`src/rtl/mdu_ctrl.sv`:
```
// mdu_ctrl: RV32M execute sequencer driving an external multiplier and running a restoring divider.
module mdu_ctrl #(
  parameter int XLEN = 32,
  parameter int RD_W = 5
) (
  input  logic            clk,
  input  logic            rst,
  input  logic            flush_i,
  input  logic            req_valid_i,
  output logic            req_ready_o,
  input  logic [2:0]      req_func3_i,
  input  logic [XLEN-1:0] req_op1_i,
  input  logic [XLEN-1:0] req_op2_i,
  input  logic [RD_W-1:0] req_rd_i,
  output logic [XLEN-1:0] mul_op1_o,
  output logic [XLEN-1:0] mul_op2_o,
  output logic [2:0]      mul_func3_o,
  output logic            mul_en_o,
  input  logic [XLEN-1:0] mul_lo_i,
  input  logic [XLEN-1:0] mul_hi_i,
  output logic            res_valid_o,
  input  logic            res_ready_i,
  output logic [XLEN-1:0] res_data_o,
  output logic [RD_W-1:0] res_rd_o,
  output logic            busy_o
);
  typedef enum logic [2:0] {IDLE, MUL_WAIT, DIV_RUN, DIV_FIX, DONE} state_t;
  state_t state_q, state_d;
  logic [2:0] func3_q, func3_d;
  logic [XLEN-1:0] op1_q, op1_d, op2_q, op2_d, rem_q, rem_d, quo_q, quo_d, dvsr_q, dvsr_d, res_q, res_d;
  logic [RD_W-1:0] rd_q, rd_d;
  logic [4:0] cnt_q, cnt_d;
  logic spec_q, spec_d;
  logic accept, in_sgn, sgn, ge, div0, ovf;
  logic [XLEN:0] diff;
  logic [XLEN-1:0] quo_fix, rem_fix;
  always_comb begin
    state_d = state_q;
    func3_d = func3_q;
    op1_d = op1_q;
    op2_d = op2_q;
    rd_d = rd_q;
    rem_d = rem_q;
    quo_d = quo_q;
    dvsr_d = dvsr_q;
    res_d = res_q;
    cnt_d = cnt_q;
    spec_d = spec_q;
    accept = req_valid_i & (state_q == IDLE) & !flush_i;
    in_sgn = !req_func3_i[0];
    div0 = req_op2_i == '0;
    ovf = in_sgn & (req_op1_i == 32'h8000_0000) & (req_op2_i == 32'hFFFF_FFFF);
    sgn = !func3_q[0];
    diff = {rem_q, quo_q[XLEN-1]} - {1'b0, dvsr_q};
    // a set remainder MSB means the shifted value already exceeds any 32-bit divisor
    ge = rem_q[XLEN-1] | !diff[XLEN];
    quo_fix = spec_q ? (op2_q == '0 ? '1 : 32'h8000_0000)
                     : (sgn & (op1_q[XLEN-1] ^ op2_q[XLEN-1]) ? -quo_q : quo_q);
    rem_fix = spec_q ? (op2_q == '0 ? op1_q : '0) : (sgn & op1_q[XLEN-1] ? -rem_q : rem_q);
    case (state_q)
      IDLE: if (accept) begin
        func3_d = req_func3_i;
        op1_d = req_op1_i;
        op2_d = req_op2_i;
        rd_d = req_rd_i;
        cnt_d = '0;
        rem_d = '0;
        quo_d = in_sgn & req_op1_i[XLEN-1] ? -req_op1_i : req_op1_i;
        dvsr_d = in_sgn & req_op2_i[XLEN-1] ? -req_op2_i : req_op2_i;
        spec_d = div0 | ovf;
        state_d = !req_func3_i[2] ? MUL_WAIT : (div0 | ovf) ? DIV_FIX : DIV_RUN;
      end
      MUL_WAIT: begin
        res_d = func3_q[1:0] == 2'b00 ? mul_lo_i : mul_hi_i;
        state_d = DONE;
      end
      DIV_RUN: begin
        rem_d = ge ? diff[XLEN-1:0] : {rem_q[XLEN-2:0], quo_q[XLEN-1]};
        quo_d = {quo_q[XLEN-2:0], ge};
        cnt_d = cnt_q + 5'd1;
        state_d = cnt_q == 5'd31 ? DIV_FIX : DIV_RUN;
      end
      // first cycle applies signs/special values, second hands the result to DONE
      DIV_FIX: begin
        res_d = cnt_q == 5'd0 ? (func3_q[1] ? rem_fix : quo_fix) : res_q;
        cnt_d = 5'd1;
        state_d = cnt_q == 5'd0 ? DIV_FIX : DONE;
      end
      DONE: state_d = res_ready_i ? IDLE : DONE;
      default: state_d = IDLE;
    endcase
    if (flush_i) state_d = IDLE;
  end
  always_ff @(posedge clk) begin
    if (rst) begin
      state_q <= IDLE;
      func3_q <= '0;
      op1_q <= '0;
      op2_q <= '0;
      rd_q <= '0;
      rem_q <= '0;
      quo_q <= '0;
      dvsr_q <= '0;
      res_q <= '0;
      cnt_q <= '0;
      spec_q <= 1'b0;
    end else begin
      state_q <= state_d;
      func3_q <= func3_d;
      op1_q <= op1_d;
      op2_q <= op2_d;
      rd_q <= rd_d;
      rem_q <= rem_d;
      quo_q <= quo_d;
      dvsr_q <= dvsr_d;
      res_q <= res_d;
      cnt_q <= cnt_d;
      spec_q <= spec_d;
    end
  end
  assign req_ready_o = state_q == IDLE;
  assign busy_o = state_q != IDLE;
  assign mul_en_o = state_q == MUL_WAIT;
  assign mul_op1_o = mul_en_o ? op1_q : '0;
  assign mul_op2_o = mul_en_o ? op2_q : '0;
  assign mul_func3_o = mul_en_o ? func3_q : '0;
  assign res_valid_o = state_q == DONE;
  assign res_data_o = res_valid_o ? res_q : '0;
  assign res_rd_o = res_valid_o ? rd_q : '0;
endmodule

```
`config.mk`:
```
export PLATFORM = sky130hd
export DESIGN_NAME = mdu_ctrl
export DESIGN_NICKNAME = d
export VERILOG_FILES = /design/src/rtl/mdu_ctrl.sv
export SDC_FILE = /design/constraint.sdc
export NUM_CORES = 1
export LEC_CHECK = 0
export CAP_MARGIN = 15
export CORE_MARGIN = 2
export CORE_UTILIZATION = 50
export CTS_BUF_LIST = sky130_fd_sc_hd__clkbuf_8
export DETAILED_ROUTE_END_ITERATION = 10
export GPL_ROUTABILITY_DRIVEN = 0
export HOLD_SLACK_MARGIN = 0.12
export PLACE_DENSITY_LB_ADDON = 0.1
export REMOVE_ABC_BUFFERS = 1
export SLEW_MARGIN = 20
export SYNTH_ARGS = -nofsm -noshare
export SYNTH_HDL_FRONTEND = slang
export SYNTH_SLANG_ARGS = --single-unit
```
`constraint.sdc`:
```
create_clock -name clk -period 2.8 [get_ports clk]
set_input_delay 0.42 -clock clk [delete_from_list [all_inputs] [get_ports clk]]
set_output_delay 0.42 -clock clk [all_outputs]
set_load 0.02 [all_outputs]
```
==> metrics.txt, run 1 <==
# TYPE chip_impl_metric gauge
chip_impl_info{name="run_status",value="finished, final reports clean"} 1
chip_impl_metric{name="timing.reg2reg.setup_slack",unit="ns"} 0.06
chip_impl_metric{name="clock_latency",unit="ns"} 0.55
chip_impl_metric{name="mappedNetlistArea",unit="um2"} 14200
chip_impl_metric{name="dp_hpwl",unit="um"} 34800
chip_impl_metric{name="grt_pass1_vias",unit=""} 14839
chip_impl_metric{name="synth-seq-area-share",unit="%"} 29.3
chip_impl_info{name="setup_repair_after_global_routing_missed_its_margin",value="true"} 1
chip_impl_info{name="critical_path_class",value="register to output pin"} 1
chip_impl_metric{name="final_antenna_net_count",unit=""} 0
chip_impl_metric{name="post_route_skew",unit="ns"} 0.0302
chip_impl_metric{name="final_cell_area",unit="um2"} 19400
chip_impl_metric{name="port_buffers",unit=""} 248
chip_impl_metric{name="peakVddDrop",unit="mV"} 0.398
chip_impl_metric{name="grt_pass1_wl",unit="um"} 75700
chip_impl_info{name="clock_tree.root_cell",value="clkbuf_8"} 1
chip_impl_metric{name="finalHoldViolCount",unit=""} 0
chip_impl_metric{name="vias",unit=""} 15757
chip_impl_metric{name="maximum_clock_path_buffer_count",unit=""} 3
chip_impl_metric{name="drt-total-wl",unit="um"} 48600
chip_impl_metric{name="power_density",unit="nW/um2"} 434
chip_impl_metric{name="synthCells",unit=""} 1995
chip_impl_metric{name="placementRows",unit=""} 61
chip_impl_metric{name="tritoncts.num_buffers",unit=""} 40
chip_impl_metric{name="final.hold.worst_slack",unit="ns"} 0.165
chip_impl_metric{name="final_max_slew_viol_count",unit=""} 0
chip_impl_info{name="final_common_cell",value="nand2_1"} 1
chip_impl_metric{name="worst-path-max-fanout",unit=""} 19
chip_impl_metric{name="cts.reportedPaths.clkPinSlew",unit="ns"} 0.06
chip_impl_metric{name="p_leak",unit="nW"} 8.28
chip_impl_metric{name="crit_required",unit="ns"} 2.38
chip_impl_metric{name="drt_first_pass_iters",unit=""} 5
chip_impl_info{name="worst_hold_path_type",value="primary input to register"} 1
chip_impl_info{name="crit_end_category",value="output pin"} 1
chip_impl_metric{name="timing.final.crit_period",unit="ns"} 2.74
chip_impl_metric{name="synthDistinctLibCells",unit=""} 75
chip_impl_metric{name="cts_hold_buffers",unit=""} 0
chip_impl_metric{name="die_area",unit="um2"} 29700
chip_impl_metric{name="synth_edf_count",unit=""} 0
chip_impl_metric{name="drtIter0Drc",unit=""} 1153
chip_impl_metric{name="io_pins",unit=""} 249
chip_impl_metric{name="core",unit="um2"} 27900
chip_impl_metric{name="synth_area_per_cell",unit="um2"} 7.11
chip_impl_metric{name="grt_remaining_overflow",unit=""} 0
chip_impl_metric{name="drt_drc_violations_left",unit=""} 0
chip_impl_metric{name="grt_start_max_net_pins",unit=""} 153
chip_impl_metric{name="slew-limit-headroom",unit="%"} 42.7
chip_impl_metric{name="ys_seq_elements",unit=""} 208
chip_impl_metric{name="synth_warnings",unit=""} 0
chip_impl_metric{name="dp_worst_setup_slack",unit="ns"} -0.420
chip_impl_metric{name="final_nets",unit=""} 2531
chip_impl_metric{name="synthToLayoutAreaGrowth",unit="%"} 36.8
chip_impl_info{name="cts_tree",value="done"} 1
chip_impl_metric{name="htree_num_levels",unit=""} 2
chip_impl_metric{name="finalWorstSetupSlack",unit="ns"} 0.0571
chip_impl_metric{name="route.detailed.vias_per_inst",unit=""} 5.72
chip_impl_metric{name="final_standard_cell_utilization_of_the_core",unit="%"} 69.7
chip_impl_metric{name="maxCapViolations",unit=""} 0
chip_impl_info{name="worstSetupStartpointType",value="register"} 1
chip_impl_metric{name="track_usage",unit="%"} 31.6
chip_impl_metric{name="die_width",unit="um"} 172
chip_impl_metric{name="layout.filler_cells",unit=""} 2425
chip_impl_metric{name="finalSetupViolations",unit=""} 0
chip_impl_metric{name="worst_slew_pin_slew",unit="ns"} 0.860
chip_impl_metric{name="detailed_place.area",unit="um2"} 18200
chip_impl_metric{name="period_utilization_post_route",unit="%"} 98.0
chip_impl_metric{name="grt_antenna_before_repair",unit=""} 1
chip_impl_metric{name="drt-wirelength-per-cell",unit="um"} 17.6
chip_impl_metric{name="arrival",unit="ns"} 2.32
chip_impl_metric{name="die_h",unit="um"} 172
chip_impl_metric{name="postSynth.asyncResetShare",unit="%"} 0
chip_impl_info{name="ys.flop_type",value="dfxtp_1"} 1
chip_impl_info{name="final_cell_mix",value="nand2_1, a21oi_1, dfxtp_1"} 1
chip_impl_metric{name="post_route_cells_drive_above_1_share",unit="%"} 14.0
chip_impl_metric{name="numClockSinks",unit=""} 208
chip_impl_metric{name="antenna_cells",unit=""} 0
chip_impl_metric{name="max_freq",unit="GHz"} 0.365
chip_impl_metric{name="start_util",unit="%"} 50.9
## metrics by stage
step	instances	setup TNS, ns	power (mW)
5_1_grt	2756	-0.419	8.79
6_report	2756	0	8.43
4_1_cts	2747	0	8.39
2_1_floorplan	1853	-836.33	4.22
3_3_place_gp	2673	-3.46	5.01
3_5_place_dp	2673	-6.57	5.05
## Yosys cell counts (28+ instances only)
library cell / number / area, um2
xor2_1: 61 / 534
a22oi_1: 31 / 233
and2_1: 111 / 694
nor2_1: 155 / 582
nand2_1: 344 / 1290
nand3_1: 28 / 140
ha_1: 40 / 500
dfxtp_1: 208 / 4160
xnor2_1: 76 / 666
nor3_1: 49 / 245
clkbuf_1: 125 / 469
a31oi_1: 38 / 238
a211oi_1: 41 / 308
a21oi_1: 237 / 1190
o21ai_0: 107 / 536
inv_1: 67 / 251
## cell type report
type / count / area [um2] / area share [%]
sequential: 208 / 4170 / 21.5
multi-input combinational: 1578 / 9430 / 48.5
inverter: 67 / 254 / 1.31
timing repair buffer: 454 / 4220 / 21.7
clock buffer: 46 / 633 / 3.26
tap: 378 / 473 / 2.44
clock inverter: 25 / 245 / 1.26
## registers in the layout, summed over array words and instances (netlist names)
register  count
op1_q        32
spec_q        1
state_q       3
dvsr_q       31
quo_q        32
rem_q        32
rd_q          5
res_q        32
func3_q       3
op2_q        32
cnt_q         5
## worst max-delay path: stages (launching register included)
cell and delay [ns]:
dfxtp_2 0.36, nor2b_2 0.19, nor2b_4 0.21, buf_12 0.13
buf_12 0.14, and2_1 0.13, clkdlybuf4s50_1 0.59
## path summary, 6_finish.rpt
check / from / to / cells past startpoint
setup / recovery: state_q[2] / mul_op2_o[25] / 6
hold / removal: rst / spec_q / 2
setup reg to reg: dvsr_q[15] / rem_q[16] / 16
hold reg to reg: res_q[3] / res_q[3] / 2
## power breakdown
part           internal, mW  leakage, nW  total, mW  switching, mW
clock                  1.97        0.484       3.35           1.37
combinational         0.852         6.10       1.88           1.03
sequential             3.09         1.70       3.20          0.110
total                  5.92         8.28       8.43           2.51
## cells by family (layout without fill, tap and decap cells)
kind of cell,Yosys count,after routing,share of synthesized area (%)
xor gates and xnor gates,137,137,8.45
buffers and inverters,209,592,5.75
and+or+nand+nor,822,822,27.6
DFF,208,208,29.3
AOI/OAI and AO/OA,566,566,24.3
muxes,12,12,0.846
adders and majority gates,41,41,3.67
## metal layers
layer / part of all wire [%] / GRT usage [%] / routed length, um
met1: 42 / 40.9 / 20400
met2: 46 / 53.3 / 22600
met3: 8.3 / 4.97 / 4040
met4: 3.3 / 11.6 / 1590
met5: 0.029 / 0 / 14
## what timing repair did
action | 4_1_cts | 5_1_grt
resized for setup | 59 | 57
gates cloned | 1 | 3
pin swaps | 2 | 15
buffers inserted | 2 | 7
setup endpoints to repair | 110 | 99
(Power assumes the default switching activity.)
==> inputs of run 2 (changes only) <==
--- a/config.mk
+++ b/config.mk
@@ -9,6 +9,7 @@
 export CORE_MARGIN = 2
 export CORE_UTILIZATION = 50
 export CTS_BUF_LIST = sky130_fd_sc_hd__clkbuf_8
+export CTS_CLUSTER_DIAMETER = 80
 export DETAILED_ROUTE_END_ITERATION = 10
 export GPL_ROUTABILITY_DRIVEN = 0
 export HOLD_SLACK_MARGIN = 0.12
==> results of run 2 <==
Same layout as run 1: the final DEF is identical, and so are final timing and power.
